`config.mk`:
```
export PLATFORM = sky130hd
export DESIGN_NAME = uart_rx_deserializer
export DESIGN_NICKNAME = d
export VERILOG_FILES = /design/src/rtl/uart_rx_deserializer.sv
export SDC_FILE = /design/constraint.sdc
export NUM_CORES = 1
export LEC_CHECK = 0
export CORE_MARGIN = 2
export CORE_UTILIZATION = 45
export DETAILED_ROUTE_END_ITERATION = 10
export GPL_ROUTABILITY_DRIVEN = 0
export PLACE_DENSITY = 0.73
export SKIP_LAST_GASP = 1
export SLEW_MARGIN = 40
export SYNTH_ARGS = -nofsm -noshare
export SYNTH_HDL_FRONTEND = slang
export SYNTH_SLANG_ARGS = --single-unit
```
`constraint.sdc`:
```
create_clock -name clk -period 4.4 [get_ports clk]
set_input_delay 0.44 -clock clk [delete_from_list [all_inputs] [get_ports clk]]
set_output_delay 0.44 -clock clk [all_outputs]
set_load 0.005 [all_outputs]
```
`src/rtl/uart_rx_deserializer.sv`:
```
// UART receive deserialiser: oversampled start/data/parity/stop framing with a
// valid/ready holding register carrying parity, framing, break and overrun flags.
module uart_rx_deserializer #(
    parameter int DATA_WIDTH = 8,
    parameter int DIV_WIDTH  = 16
) (
    input  logic                  clk,
    input  logic                  reset,
    input  logic                  rx,
    input  logic [DIV_WIDTH-1:0]  cfgBaudDiv,
    input  logic [4:0]            cfgOverSampling,
    input  logic [3:0]            cfgDataBits,
    input  logic                  cfgParityEnable,
    input  logic                  cfgParityType,
    input  logic [1:0]            cfgStopBits,
    output logic [DATA_WIDTH-1:0] rxData,
    output logic                  rxValid,
    input  logic                  rxReady,
    output logic                  parityError,
    output logic                  framingError,
    output logic                  breakError,
    output logic                  overrunError
);

    localparam logic [3:0] MAX_BITS = (DATA_WIDTH < 8) ? 4'(DATA_WIDTH) : 4'd8;

    typedef enum logic [2:0] {
        S_IDLE, S_START, S_DATA, S_PARITY, S_STOP1, S_STOP2, S_COMMIT, S_WAIT_HIGH
    } state_t;

    state_t                state;
    logic                  rx_meta, rxs;
    logic [DIV_WIDTH-1:0]  div_cnt, baud_div;
    logic [4:0]            os, ovs;
    logic [3:0]            data_bits, bit_idx;
    logic                  par_en, par_type, two_stop;
    logic [DATA_WIDTH-1:0] shift;
    logic                  par_bit, par_err, frm_err, brk_err;

    logic                  tick, sample, sample_pt, can_load;
    logic [4:0]            os_cfg;
    logic [3:0]            bits_cfg;

    always_comb begin
        tick      = (div_cnt == baud_div);
        os_cfg    = (cfgOverSampling == 5'd13) ? 5'd13 : 5'd16;
        bits_cfg  = cfgDataBits;
        if (cfgDataBits < 4'd5)
            bits_cfg = 4'd5;
        else if (cfgDataBits > MAX_BITS)
            bits_cfg = MAX_BITS;
        // Start bit is judged at mid-bit; all later bits one full bit period apart.
        sample_pt = (state == S_START) ? (ovs == (os >> 1) - 5'd1) : (ovs == os - 5'd1);
        sample    = tick && sample_pt;
        can_load  = !rxValid || rxReady;
    end

    always_ff @(posedge clk) begin
        if (!reset) begin
            state        <= S_IDLE;
            rx_meta      <= 1'b1;
            rxs          <= 1'b1;
            div_cnt      <= '0;
            baud_div     <= '0;
            os           <= 5'd16;
            ovs          <= '0;
            data_bits    <= 4'd8;
            bit_idx      <= '0;
            par_en       <= 1'b0;
            par_type     <= 1'b0;
            two_stop     <= 1'b0;
            shift        <= '0;
            par_bit      <= 1'b0;
            par_err      <= 1'b0;
            frm_err      <= 1'b0;
            brk_err      <= 1'b0;
            rxData       <= '0;
            rxValid      <= 1'b0;
            parityError  <= 1'b0;
            framingError <= 1'b0;
            breakError   <= 1'b0;
            overrunError <= 1'b0;
        end else begin
            rx_meta <= rx;
            rxs     <= rx_meta;
            div_cnt <= tick ? '0 : div_cnt + 1'b1;
            if (tick && state != S_IDLE)
                ovs <= sample_pt ? '0 : ovs + 5'd1;

            case (state)
                S_IDLE: begin
                    ovs <= '0;
                    if (!rxs) begin
                        state     <= S_START;
                        div_cnt   <= '0;
                        baud_div  <= cfgBaudDiv;
                        os        <= os_cfg;
                        data_bits <= bits_cfg;
                        par_en    <= cfgParityEnable;
                        par_type  <= cfgParityType;
                        two_stop  <= (cfgStopBits == 2'd2);
                        bit_idx   <= '0;
                        shift     <= '0;
                        par_bit   <= 1'b0;
                        par_err   <= 1'b0;
                        frm_err   <= 1'b0;
                        brk_err   <= 1'b0;
                    end
                end
                S_START:
                    if (sample)
                        state <= rxs ? S_IDLE : S_DATA;
                S_DATA:
                    if (sample) begin
                        shift <= shift | (DATA_WIDTH'(rxs) << bit_idx);
                        if (bit_idx == data_bits - 4'd1)
                            state <= par_en ? S_PARITY : S_STOP1;
                        else
                            bit_idx <= bit_idx + 4'd1;
                    end
                S_PARITY:
                    if (sample) begin
                        par_bit <= rxs;
                        par_err <= ((^shift) ^ rxs) != par_type;
                        state   <= S_STOP1;
                    end
                S_STOP1:
                    if (sample) begin
                        frm_err <= !rxs;
                        brk_err <= (shift == '0) && !par_bit && !rxs;
                        state   <= two_stop ? S_STOP2 : S_COMMIT;
                    end
                S_STOP2:
                    if (sample) begin
                        frm_err <= frm_err | !rxs;
                        state   <= S_COMMIT;
                    end
                S_COMMIT:
                    state <= rxs ? S_IDLE : S_WAIT_HIGH;
                S_WAIT_HIGH:
                    if (rxs)
                        state <= S_IDLE;
                default:
                    state <= S_IDLE;
            endcase

            if (state == S_COMMIT) begin
                if (can_load) begin
                    rxData       <= shift;
                    rxValid      <= 1'b1;
                    parityError  <= par_err;
                    framingError <= frm_err | brk_err;
                    breakError   <= brk_err;
                    overrunError <= 1'b0;
                end else begin
                    overrunError <= 1'b1;
                end
            end else if (rxValid && rxReady) begin
                rxValid <= 1'b0;
            end
        end
    end

endmodule

```
==> results.yml <==
synth:
  synth_xor_area_share_pct: 10.8
  yosys.area_share.simple_pct: 25.5
  ys_warn_count: 0
  synth_top_family_by_area: "simple AND/OR/NAND/NOR gates"
  synth_compound_area_share_pct: 13.3
  syn_nets: 499
  netlist_area_um2: 3750
  synth_top_area_cell: "dfxtp_1"
  synth_cells: 458
  synthTopCellsByArea: "dfxtp_1 43%, nand2_1 8.3%, xnor2_1 6.8%"
  syn_avg_cell_area_um2: 8.18
  synthFlopType: "dfxtp_1"
  synth_top_area_share_pct: 42.8
  ys_seq_area_share_pct: 42.8
  synthDistinctLibCells: 48
  synthAdderAreaFrac_pct: 2.67
  synth_seq_cells: 80
  synthMuxAreaShare_pct: 0.802
  ys_async_sr_fraction_pct: 0
  synth_edf_count: 0
power_and_ir_drop:
  power_per_cell_area_nw_per_um2: 391
  p_leak_nw: 1.51
  peakVddDrop_mv: 0.166
clocking:
  cts_resized: 0
  cts.sinks: 80
  cts_tree: "yes"
  cts-buffers-inserted: 9
  holdBufCountCts: 0
  cts-root-buf: "clkbuf_8"
  clk_latency_ns: 0.36
  cts_setup_buffers: 0
  htree_num_levels: 3
  clk_pin_slew_ns: 0.08
  clockBufferDepth: 2
setup_path:
  cp_max_fo: 23
  critPathTopFamily: "simple AND/OR/NAND/NOR gates"
  path_class: "register to register"
  crit_buf_inv: 0
  crit_chain: "or3b_4, or3_1, a22oi_2, nand3_1, or4_1, a21oi_1"
  crit_path_end_kind: "register"
  arrival_ns: 3.15
  max_stage_delay_ns: 0.61
  crit_path_start: "state[1]"
  rr_startpoint: "state[1]"
  cpMaxStageDelayCell: "or4_1"
  cp.required_ns: 4.69
  cp-start-kind: "register"
final_layout:
  drive_gt1_share_pct: 4.82
  num-nets-final: 534
  seqCellArea_um2: 1600
  area_growth_pct: 18.7
  fillers: 733
  multi_input_area_um2: 1990
  diodes: 0
grt:
  grt-ovfl-total: 0
  antenna_found_initial: 0
  grt_pass1_vias: 3168
  grt_pass1_wl_um: 14100
  grt_usage_pct: 20.3
  grt_max_degree: 43
placed_design:
  pre_cts_ws_ns: 1.55
  place.port_buffers: 45
  place_hpwl_um: 5980
routing:
  drt_pass1_iterations: 4
  drt-initial-drc-count: 220
  drt-total-wl_um: 8460
  via_per_inst: 5.39
  wl_per_cell_um: 14.0
  vias: 3251
  drtAntennaViolNets: 0
  drc: 0
floorplan:
  die_y_um: 95.2
  ios: 46
  num_rows: 33
  core_area_um2: 8130
  dieArea_um2: 9070
  dieWidth_um: 95.2
  start_util_pct: 46.1
timing:
  finalWorstSetupSlack_ns: 1.54
  skew_ns: 0.0108
  finalSetupTns_ns: 0
  fmax_mhz: 350
  report.final.hold_viol_count: 0
  slew_headroom_pct: 51.9
  rsz0062_at_grt: "no"
  setup_violations: 0
  finalCritPeriodShare_pct: 65.0
  drv_slew: 0
  worst_slew_pin_slew_ns: 0.720
  fin_crit_ns: 2.86
min_path:
  min_from: "rx_meta"
  hold_path.class: "register to register"
job:
  maxCapViolCount: 0
outcome:
  outcome: "finished clean"
==> cell usage in the layout (no fill, tap or decap), types with 2 or more instances in the layout <==
cell type and count:
mux2i_1 3, inv_1 16, nand3b_1 3, nand4b_1 2
o211ai_1 2, clkbuf_8 9, nor2b_1 4, a21oi_1 45
o22ai_1 3, o21ai_0 10, nand4_1 10, nand2_1 83
and3_1 4, o311ai_0 2, xor2_1 17, nor4_1 3
o41ai_1 2, or3_1 7, a21o_1 6, and2_1 3
nor3_1 16, o21ai_1 2, buf_4 3, ha_1 8
nand3_1 16, clkdlybuf4s50_1 45, nor2_1 35, clkinv_2 3
nand2b_1 5, clkinvlp_4 2, dfxtp_1 80, xnor2_1 29
==> cell type report <==
class	instances	share of cell area, %
clock buffer	10	2.87
clock inverter	6	1.35
timing repair buffer	48	10.6
tap	105	2.96
multi-input combinational	338	44.8
inverter	16	1.35
sequential	80	36.0
==> cell families after synthesis <==
group                    after synthesis
multiplexers                           3
XOR/XNOR                              46
flip-flops                            80
AND/OR/NAND/NOR                      199
adder cells (fa/ha/maj)                8
buffers and inverters                 40
AO/OA/AOI/OAI                         82
==> worst reg2reg max path, cell delays in order (launching register included) <==
cell and delay (ns):
dfxtp_1 0.54, or3b_4 0.49, or3_1 0.36, a22oi_2 0.26, nand3_1 0.37, or4_1 0.61, a21oi_1 0.15
==> metrics by stage <==
stage                     cell area [um2]  hold WS, ns  utilization (%)  instances  power, mW
after floorplan                      3750        0.386                -        458       1.13
after global placement               4260        0.400             52.3        587       1.22
after detailed placement             4260        0.397             52.3        587       1.23
after CTS                            4450        0.419             54.7        603       1.75
after global routing                 4450        0.434             54.7        603       1.84
final                                4450        0.414             54.7        603       1.74
==> cells in the mapped netlist (3+ instances only) <==
cell type,n
o22ai_1,3
o21ai_0,10
or3_1,7
a21o_1,6
dfxtp_1,80
ha_1,8
a21oi_1,45
nand2_1,83
nor4_1,4
nand4_1,10
xor2_1,17
xnor2_1,29
nor2_1,35
nor2b_1,4
mux2i_1,3
nand2b_1,5
and3_1,4
and2_1,3
clkbuf_1,20
nor3_1,16
nand3b_1,3
nand3_1,16
inv_1,16
==> state kept, by name, indices dropped and copies added, names as in the netlist, 2 cells and up <==
| signal | flops |
|---|---|
| os | 2 |
| rxData | 8 |
| div_cnt | 16 |
| baud_div | 16 |
| bit_idx | 4 |
| state | 3 |
| data_bits | 4 |
| ovs | 5 |
| shift | 8 |
==> power breakdown <==
part           switching [mW]  internal, mW  total, mW  leakage (nW)
registers              0.0673         0.762      0.829         0.647
logic                   0.229         0.161      0.390         0.776
clock network           0.258         0.259      0.517        0.0920
total                   0.555          1.18       1.74          1.51
==> layer usage <==
layer | track usage (%) | wire (um) | vias to the layer above
li1 | - | - | 1642
met3 | 5.93 | 394 | 9
met5 | 0 | 0 | -
met4 | 6.28 | 86 | 0
met2 | 37.1 | 4440 | 69
met1 | 22.5 | 3540 | 1531
==> path summary, 6_finish.rpt <==
path	to	slack, ns	depth (start not counted)
min reg2reg	rxs	0.41	1
min	rxs	0.41	1
max	bit_idx[0]	1.54	6
max reg2reg	bit_idx[0]	1.54	6
No activity file was read; power rests on OpenSTA's default activity.
==> edit: new RTL, same flow settings <==
Reset style: asynchronous (`reset`), changed in one clocked block.
--- a/src/rtl/uart_rx_deserializer.sv
+++ b/src/rtl/uart_rx_deserializer.sv
@@ -57,3 +57,3 @@
 
-    always_ff @(posedge clk) begin
+    always_ff @(posedge clk or negedge reset) begin
         if (!reset) begin
Check against the original RTL: no difference found for any inputs over 10 cycles, from zero or initial values and one cycle with reset low; that may be too few to reach the edited logic, so the function may still have changed.
==> edit against the unedited design <==
Final cell count shrank 4.6%; sequential share of layout area grew 5.4 points; synthesized area grew 8.6%; via count shrank 5.4%; wire length shrank 3.9%; utilization grew 0.59 points; setup slack lost 160 ps; final area grew 8.9%; critical path type unchanged; sequential cell count is the same; clock skew shrank 1.7 ps.
Power is not compared: it rests on default switching activity, and its combinational part moved more than twofold at a synthesized area within 25%.
==> edit: results (changes against the unedited design) <==
.. list-table::
   :header-rows: 1

   * - Metric
     - Value
   * - Result of the run
     - finished, final reports clean
   * - Standard cell with the maximum stage delay on the critical path
     - sky130_fd_sc_hd__dfrtp_1
   * - Portion of netlist area occupied by mux cells
     - 3.26% (+2.5 points)
   * - Relative slew margins
     - 52.4% (+0.50 points)
   * - Critical path data arrival time
     - 3280 ps (+130 ps)
   * - Async set-or-reset flop fraction in the synthesized netlist
     - 100% (+100 points)
   * - Classification of the worst-slack hold path
     - input pin to asynchronous set/reset pin
   * - Part of the Yosys area used for sequential elements
     - 49.3% (+6.6 points)
   * - Total vias in the final route
     - 3,076 (-5.4%)
   * - Largest fanout on the critical path
     - 14 (-39%)
   * - Cell types with the highest counts after synthesis
     - 82 x sky130_fd_sc_hd__nand2_1, 76 x sky130_fd_sc_hd__dfrtp_1, 37 x sky130_fd_sc_hd__nor2_1
   * - Clock skew after layout
     - 9.06 ps (-1.74 ps)
   * - Share of post-route cells with drive strength above 1
     - 7.49% (+2.7 points)
   * - Leading cell types by total area after synthesis
     - sky130_fd_sc_hd__dfrtp_1 47%, sky130_fd_sc_hd__nand2_1 7.6%, sky130_fd_sc_hd__xnor2_1 6.2%
   * - Number of distinct library cell variants in the gate-level netlist after synthesis
     - 59 (+23%)
   * - Placed cells
     - 559 (-4.8%)
   * - Initial DRC count
     - 149 (-32%)
   * - Global-route wire length before repair
     - 14,300 µm (+0.88%)
   * - Largest net degree at the start of global routing
     - 81 (+88%)
   * - GRT Resource Usage Total
     - 18.0% (-2.2 points)
   * - Routed len/inst
     - 14.1 µm (+0.78%)
   * - Net count of the finished layout
     - 505 (-5.4%)
   * - Worst stage delay on the critical path
     - 540 ps (-70 ps)
   * - H-Tree Depth
     - 3 (unchanged)
   * - Nets in the synthesized netlist
     - 465 (-6.8%)
   * - Half-perimeter wire length after detailed placement
     - 5780 µm (-3.3%)
   * - Adder and majority gate portion of the synthesized area
     - 3.08% (+0.40 points)
   * - Xor-xnor portion of the synthesized cell area
     - 10.3% (-0.48 points)
   * - Post-synth top flop
     - sky130_fd_sc_hd__dfrtp_1
   * - First-pass DRT Iterations
     - 6 (+2)
   * - Number of inserted filler cells in the final layout
     - 777 (+6.0%)
   * - Cell count after synthesis
     - 422 (-7.9%)
   * - Leakage component of the power
     - between 2 and 2.5 nW
-- edit: critical path, delay by kind of cell (launching register included) --
kind | cells | cell delay [ps]
AO/OA/AOI/OAI | 3 | 640
XOR/XNOR | 1 | 130
adder cells (fa/ha/maj) | 1 | 280
AND/OR/NAND/NOR | 5 | 1320
flip-flops | 1 | 540
-- edit: final timing paths --
check / from / endpoint / slack, ps / cells past startpoint
hold reg to reg: rx_meta / rxs / 360 / 0
hold / removal: reset / overrunError / 110 / 1
setup reg to reg: state[2] / shift[0] / 1380 / 10
min in group clk: rx_meta / rxs / 360 / 0
max in group asynchronous: reset / os[3] / 3790 / 1
setup / recovery: state[2] / shift[0] / 1380 / 10
-- edit: kinds of logic after synthesis --
kind of cell    count (synthesis)
xor+xnor                       46
mux                            12
simple gates                  184
flops                          80
compound gates                 51
fa+ha+maj                      10
buf+inv                        39
-- edit: area by class of cell --
class / count / share of cell area (%)
Tap cell: 108 / 2.79
Multi-Input combinational cell: 303 / 39.7
Clock inverter: 4 / 1.58
Inverter: 21 / 1.63
Sequential cell: 80 / 41.5
Clock buffer: 12 / 3.20
Timing Repair Buffer: 47 / 9.64
-- edit: power groups by stage --
| stage | logic, mW | registers, mW | clock network, mW |
|---|---|---|---|
| finish | 0.114 | 0.802 | 0.617 |
| global route | 0.130 | 0.807 | 0.663 |
| CTS | 0.116 | 0.802 | 0.631 |
| detailed placement | 0.115 | 0.816 | 0 |
| global placement | 0.111 | 0.814 | 0 |
| floorplan | 0.0626 | 0.804 | 0 |
-- edit: metal layers --
metal | track usage (%) | up-vias | routed length, µm
met5 | 0 | - | 0
met4 | 6.64 | 0 | 118
met3 | 4.01 | 11 | 360
met2 | 27.3 | 92 | 3760
met1 | 25.6 | 1476 | 3900
li1 | - | 1497 | -
